[config.mk]
export PLATFORM = sky130hd
export DESIGN_NAME = led_scanner
export DESIGN_NICKNAME = d
export VERILOG_FILES = /design/src/rtl/led_scanner_pkg.sv /design/src/rtl/led_pwm_channel.sv /design/src/rtl/led_scanner.sv
export SDC_FILE = /design/constraint.sdc
export NUM_CORES = 1
export LEC_CHECK = 0
export CAP_MARGIN = 10
export CORE_AREA = 3 3 127 129
export DETAILED_ROUTE_END_ITERATION = 10
export DIE_AREA = 0 0 130 132
export RECOVER_POWER = 100
export SLEW_MARGIN = 15
export SYNTH_ARGS = -nofsm -noshare
export SYNTH_HDL_FRONTEND = slang
export SYNTH_SLANG_ARGS = --single-unit
[constraint.sdc]
create_clock -name clk -period 2.3 [get_ports clk]
set_input_delay 0.345 -clock clk [delete_from_list [all_inputs] [get_ports clk]]
set_output_delay 0.345 -clock clk [all_outputs]
set_load 0.005 [all_outputs]
[src/rtl/led_scanner_pkg.sv]
// Shared definitions for the LED scanner: mode encodings and
// the head-index width helper.
package led_scanner_pkg;

    typedef enum logic [1:0] {
        MODE_BOUNCE  = 2'd0,
        MODE_WRAP_UP = 2'd1,
        MODE_WRAP_DN = 2'd2,
        MODE_HOLD    = 2'd3
    } mode_e;

    function automatic int pos_width(input int n);
        return (n <= 1) ? 1 : $clog2(n);
    endfunction

endpackage

[src/rtl/led_pwm_channel.sv]
// One LED of the scanner: brightness level with load/decay
// and a registered compare against the shared PWM counter.
module led_pwm_channel
    import led_scanner_pkg::*;
#(
    parameter int PWM_W = 4
) (
    input  logic             clk,
    input  logic             rstn,
    input  logic             clear,
    input  logic             shift,
    input  logic             load,
    input  logic             en,
    input  logic [PWM_W-1:0] pwm_cnt,
    output logic             led
);

    logic [PWM_W-1:0] lvl;

    always_ff @(posedge clk or negedge rstn) begin
        if (!rstn) begin
            lvl <= '0;
            led <= 1'b0;
        end else begin
            if (clear) begin
                lvl <= '0;
            end else if (load) begin
                lvl <= '1;
            end else if (shift) begin
                lvl <= lvl >> 1;
            end
            // A restart darkens the pin at once rather than a cycle late.
            led <= en & ~clear & (lvl > pwm_cnt);
        end
    end

endmodule

[src/rtl/led_scanner.sv]
// Knight Rider style LED scanner: prescaled moving head with
// bounce/wrap/hold modes and a PWM-dimmed fading tail.
module led_scanner
    import led_scanner_pkg::*;
#(
    parameter  int N_LEDS  = 8,
    parameter  int PRESC_W = 24,
    parameter  int PWM_W   = 4,
    localparam int POS_W   = pos_width(N_LEDS)
) (
    input  logic               clk,
    input  logic               rstn,
    input  logic               en,
    input  logic               restart,
    input  logic [1:0]         mode,
    input  logic [PRESC_W-1:0] div,
    output logic [N_LEDS-1:0]  led_out,
    output logic [POS_W-1:0]   pos,
    output logic               dir,
    output logic               step
);

    localparam logic [PWM_W-1:0] MAXL = '1;
    localparam logic [PWM_W-1:0] PWM_TOP = MAXL - PWM_W'(1);
    localparam logic [POS_W-1:0] LAST = POS_W'(N_LEDS - 1);

    logic [PRESC_W-1:0] presc_cnt;
    logic [PWM_W-1:0]   pwm_cnt;
    logic               step_int;
    logic [POS_W-1:0]   pos_nxt;
    logic               dir_nxt;
    mode_e              mode_sel;

    assign mode_sel = mode_e'(mode);
    // >= so that lowering div below the running count fires at once.
    assign step_int = en & (presc_cnt >= div);

    always_ff @(posedge clk or negedge rstn) begin
        if (!rstn) begin
            presc_cnt <= '0;
        end else if (restart || step_int) begin
            presc_cnt <= '0;
        end else if (en) begin
            presc_cnt <= presc_cnt + PRESC_W'(1);
        end
    end

    always_ff @(posedge clk or negedge rstn) begin
        if (!rstn) begin
            pwm_cnt <= '0;
        end else if (pwm_cnt >= PWM_TOP) begin
            pwm_cnt <= '0;
        end else begin
            pwm_cnt <= pwm_cnt + PWM_W'(1);
        end
    end

    always_comb begin
        pos_nxt = pos;
        dir_nxt = dir;
        if (N_LEDS > 1) begin
            unique case (mode_sel)
                MODE_BOUNCE: begin
                    if (dir && pos == LAST) begin
                        dir_nxt = 1'b0;
                        pos_nxt = LAST - POS_W'(1);
                    end else if (!dir && pos == '0) begin
                        dir_nxt = 1'b1;
                        pos_nxt = POS_W'(1);
                    end else if (dir) begin
                        pos_nxt = pos + POS_W'(1);
                    end else begin
                        pos_nxt = pos - POS_W'(1);
                    end
                end
                MODE_WRAP_UP: begin
                    dir_nxt = 1'b1;
                    pos_nxt = (pos == LAST) ? '0 : pos + POS_W'(1);
                end
                MODE_WRAP_DN: begin
                    dir_nxt = 1'b0;
                    pos_nxt = (pos == '0) ? LAST : pos - POS_W'(1);
                end
                MODE_HOLD: begin
                    pos_nxt = pos;
                    dir_nxt = dir;
                end
                default: begin
                    pos_nxt = pos;
                    dir_nxt = dir;
                end
            endcase
        end
    end

    always_ff @(posedge clk or negedge rstn) begin
        if (!rstn) begin
            pos  <= '0;
            dir  <= 1'b1;
            step <= 1'b0;
        end else begin
            step <= step_int & ~restart;
            if (restart) begin
                pos <= '0;
                dir <= 1'b1;
            end else if (step_int) begin
                pos <= pos_nxt;
                dir <= dir_nxt;
            end
        end
    end

    for (genvar i = 0; i < N_LEDS; i++) begin : g_ch
        led_pwm_channel #(
            .PWM_W(PWM_W)
        ) u_ch (
            .clk    (clk),
            .rstn   (rstn),
            .clear  (restart),
            .shift  (step_int),
            .load   (step_int && (pos_nxt == POS_W'(i))),
            .en     (en),
            .pwm_cnt(pwm_cnt),
            .led    (led_out[i])
        );
    end

endmodule
==> run summary, run 1 <==
The flow ran to the end, and the final reports show no timing, DRC or antenna violations. The multi-input gate area in the final layout was 3288 µm²; the number of cell instances on the worst register-to-register path was 8. The final max-slew violation count is 0, and the final critical path time including I/O delays and setup is 2286 ps. The tools report the maximum number of pins on one net before global-route repair as 67. The initialized floorplan defines 45 standard-cell rows. The highest fanout seen on the critical path came out at 22.

Among all flip-flop cells after synthesis, the most frequent one is sky130_fd_sc_hd__dfrtp_1. At the end of routability-driven placement, the weighted congestion stood at 0.9070. Most repeated cell in the gate-level netlist after synthesis: sky130_fd_sc_hd__dfrtp_1. Based on the critical path, the design can be clocked at up to 437.4 MHz. The die covers 17160 µm². The logs give 56 for the distinct cell type count after synthesis and 810 for the number of cells in the design after placement. The number of hold violations in the final report is 0.

The total track usage was 0.1458. The clock-pin slew of the registers on the worst-case setup and hold paths was 60 ps; the clock tree buffer depth was 2. Sorting the synthesized cells by area gives the leading types as sky130_fd_sc_hd__dfrtp_1, sky130_fd_sc_hd__ha_1, sky130_fd_sc_hd__mux2i_1. The detail-routed via count per cell is 5.065.

The tools report the combined flip-flop and latch cell area as 1829 µm². Synthesis-to-finish area growth: 28.26%. Remaining max-slew budget at the tightest pin: 0.3219.

The final antenna-violating net count was 0. The post-layout net count came out at 741. The chip width works out to 130 µm. Summing every instance area after synthesis gives 5246 µm². Setup repair after global routing could not meet its margin everywhere. Detailed placement ended at an HPWL of 8821 µm. The synthesized design contains 73 register bits. The tools report the startpoint kind of the worst setup timing path as an input pin. The initial antenna violation count was 0. The min-delay analysis places its worst path in the category in -> reg.

The routed wire length is 12190 µm. The number of ports placed on the die boundary is 43, and the total via count after detailed routing is 4229. The core region is 15150 µm². The count of endpoints failing setup in the final report was 0. In this run, the number of DRC markers left after iteration 0 of detailed routing was 207. The later pin in the worst-skew pair is clocked with a latency of 330 ps. After detailed routing, the average wire length per cell comes to 14.60 µm. The cell type with the highest aggregate area in the netlist was sky130_fd_sc_hd__dfrtp_1.

Tracing the worst setup path back leads to its startpoint at div[10]. The starting density of the core is 0.3464, and the required time at the endpoint of the critical path is 2550 ps. The non-filler instance count after layout was 835. For the maximum clock skew at final layout, the log shows 6.678 ps. In the routed design, unresolved DRC markers number 0. The area share of the leading cell type in the synthesized netlist is 0.3434.

The total clock buffers created by CTS came out at 9. Max-cap violations in this run came to 0. The number of nets in the synthesized netlist is 652.

The run gives 3 as the count of H-tree levels built during CTS. The tools report the sequential share of the synthesized area as 0.3484. Yosys printed 0 warnings.

The tools report the launch instance of the worst min-delay path as restart. The tools report the via count of the first global-routing pass as 4381. Summed over all layers, the global routing overflow is 0. The endpoint class of the critical path was a flop. Yosys mapped a number of flops with a built-in enable equal to 0.

The CTS sink count was 73; the layout filler cell count was 1443. The average instance in the mapped netlist occupies 9.470 µm². The detailed-router iteration count before antenna repair came out at 4. TritonCTS built the clock tree. In this run the static leakage power is 3.400 nW. The worst hold path was traced through 2 stages. The class of the most critical setup path is in -> reg.

The portion of the clock cycle consumed by the worst path in the final layout works out to 0.9941. The sum of internal, switching and leakage power is 2.931 mW, and the gate count of the mapped netlist is 554. At the pin with the least slew margin, the transition time is 1015 ps.

In this run the critical register-to-register path is launched from pos[0]. After synthesis, the most frequently instantiated cells are sky130_fd_sc_hd__dfrtp_1, sky130_fd_sc_hd__ha_1, sky130_fd_sc_hd__inv_1. The cell sitting at the root of the clock tree is a sky130_fd_sc_hd__clkbuf_16.

The first global-routing pass estimated 20670 µm of wire. The share of async-settable or async-resettable flops after synthesis came out at 1.000. The floorplan step set the die height to 132 µm. The layout cell share with drive strength beyond 1 was 0.2056; the power density relative to cell area was 435.6 nW/µm². The worst endpoint data arrival time was 2540 ps; the number of buffers added on ports was 42. The number of antenna diodes in the final layout is 0. VDD sags by at most 0.0003214 V.
==> final timing paths <==
check / endpoint / slack [ps]
setup / recovery: g_ch[6].u_ch.lvl[2] / 10
hold / removal: presc_cnt[2] / 340
setup reg to reg: g_ch[4].u_ch.lvl[1] / 30
hold reg to reg: pwm_cnt[2] / 520
max in group asynchronous: presc_cnt[19] / 360
min in group asynchronous: g_ch[7].u_ch.led / 680
==> placed cells by master (no fill, tap or decap), types with 4 or more instances in the layout <==
master                            netlist  routed
sky130_fd_sc_hd__xnor2_1               13      13
sky130_fd_sc_hd__o21ai_0               10       9
sky130_fd_sc_hd__nor3_1                26      24
sky130_fd_sc_hd__dlygate4sd2_1          0      11
sky130_fd_sc_hd__nand4_1                9       9
sky130_fd_sc_hd__ha_1                  68      55
sky130_fd_sc_hd__nand2_2                0       4
sky130_fd_sc_hd__nand3_1               16      16
sky130_fd_sc_hd__nand2b_1              50      50
sky130_fd_sc_hd__nor2b_1                9       9
sky130_fd_sc_hd__nand2_1               23      19
sky130_fd_sc_hd__a21oi_2                0       4
sky130_fd_sc_hd__inv_2                  0       6
sky130_fd_sc_hd__buf_4                 11      54
sky130_fd_sc_hd__xor2_1                 7       7
sky130_fd_sc_hd__mux2i_1               32      32
sky130_fd_sc_hd__nor2_1                24      24
sky130_fd_sc_hd__a21oi_1               22      18
sky130_fd_sc_hd__and3_1                 6       6
sky130_fd_sc_hd__ha_4                   0      10
sky130_fd_sc_hd__dlygate4sd3_1          0      14
sky130_fd_sc_hd__dfrtp_1               72      71
sky130_fd_sc_hd__clkbuf_16              0       9
sky130_fd_sc_hd__clkdlybuf4s50_1        0      16
sky130_fd_sc_hd__clkbuf_2               0       4
sky130_fd_sc_hd__inv_1                 56      50
sky130_fd_sc_hd__o21bai_1              24      24
sky130_fd_sc_hd__o221a_2                5       5
sky130_fd_sc_hd__o22ai_1                5       5
==> metal layers <==
metal / routed length (µm) / global-route usage / up-vias
met1: 5603 / 0.1786 / 2048
met4: 129 / 0.03349 / 0
met5: 0 / 0 / -
li1: - / - / 2110
met3: 394 / 0.03363 / 14
met2: 6064 / 0.2579 / 57
==> critical path, cell delays in order <==
cell and delay (ps):
sky130_fd_sc_hd__clkdlybuf4s50_1 460, sky130_fd_sc_hd__inv_1 40, sky130_fd_sc_hd__ha_1 290, sky130_fd_sc_hd__nand2_2 90, sky130_fd_sc_hd__o21ai_2 60, sky130_fd_sc_hd__a221oi_2 370, sky130_fd_sc_hd__o21ai_4 110, sky130_fd_sc_hd__buf_6 150
sky130_fd_sc_hd__o21ai_4 170, sky130_fd_sc_hd__buf_12 220, sky130_fd_sc_hd__mux2i_1 220
==> stage by stage <==
step / TNS [ps] / worst slack (ps) / instance area, µm² / util / hold WS [ps]
floorplan: 0 / 44.61 / 5246 / - / 49.41
global placement: -22510 / -497.9 / 6161 / 0.4068 / 349.0
detailed placement: -24960 / -548.8 / 6161 / 0.4068 / 357.3
CTS: 0 / 1.246 / 6623 / 0.4373 / 332.5
global route: -1398 / -67.76 / 6729 / 0.4443 / 357.9
finish: 0 / 13.68 / 6729 / 0.4443 / 342.1
==> registers in the layout (all words and copies together) (netlist names) <==
| register | flops |
|---|---|
| presc_cnt | 24 |
| g_ch.u_ch.led | 8 |
| g_ch.u_ch.lvl | 32 |
| pos | 3 |
| pwm_cnt | 4 |
| step | 1 |
| dir | 1 |
==> where the power goes <==
group | total (mW) | leakage (nW) | internal, mW | switching, mW
Clock | 1.33 | 0.134 | 0.783 | 0.543
Sequential | 1.29 | 1.01 | 1.29 | 0.00280
Combinational | 0.315 | 2.26 | 0.148 | 0.167
==> timing repair <==
item                                    CTS  global route
endpoints found under the hold margin     2             0
endpoints found under the setup margin   53            52
gates resized for setup                  37            25
pin swaps                                22            12
cloned                                    0             1
hold buffers                              1             0
buffers inserted                          3             5
==> cell families after synthesis <==
logic type / synth area share
AND/OR/NAND/NOR: 0.1846
XOR/XNOR: 0.03339
multiplexers: 0.06535
AO/OA/AOI/OAI: 0.1333
adder cells (fa/ha/maj): 0.1622
flip-flops: 0.3484
buffers and inverters: 0.07274
==> layout make-up <==
cell class	instances	area share
multi-input cells	398	0.4887
flip-flops and latches	73	0.2718
repair buffers	105	0.1315
clock buffers	11	0.03756
well taps	188	0.03496
inverters	56	0.03124
clock inverters	4	0.004277
No activity file was read; power rests on OpenSTA's default activity.
==> run 2: changes to the inputs <==
ABC_CLOCK_PERIOD_IN_PS = 2300   (was default)
==> results of run 2 <==
The final DEF is identical to that of run 1; final timing and power are the same.
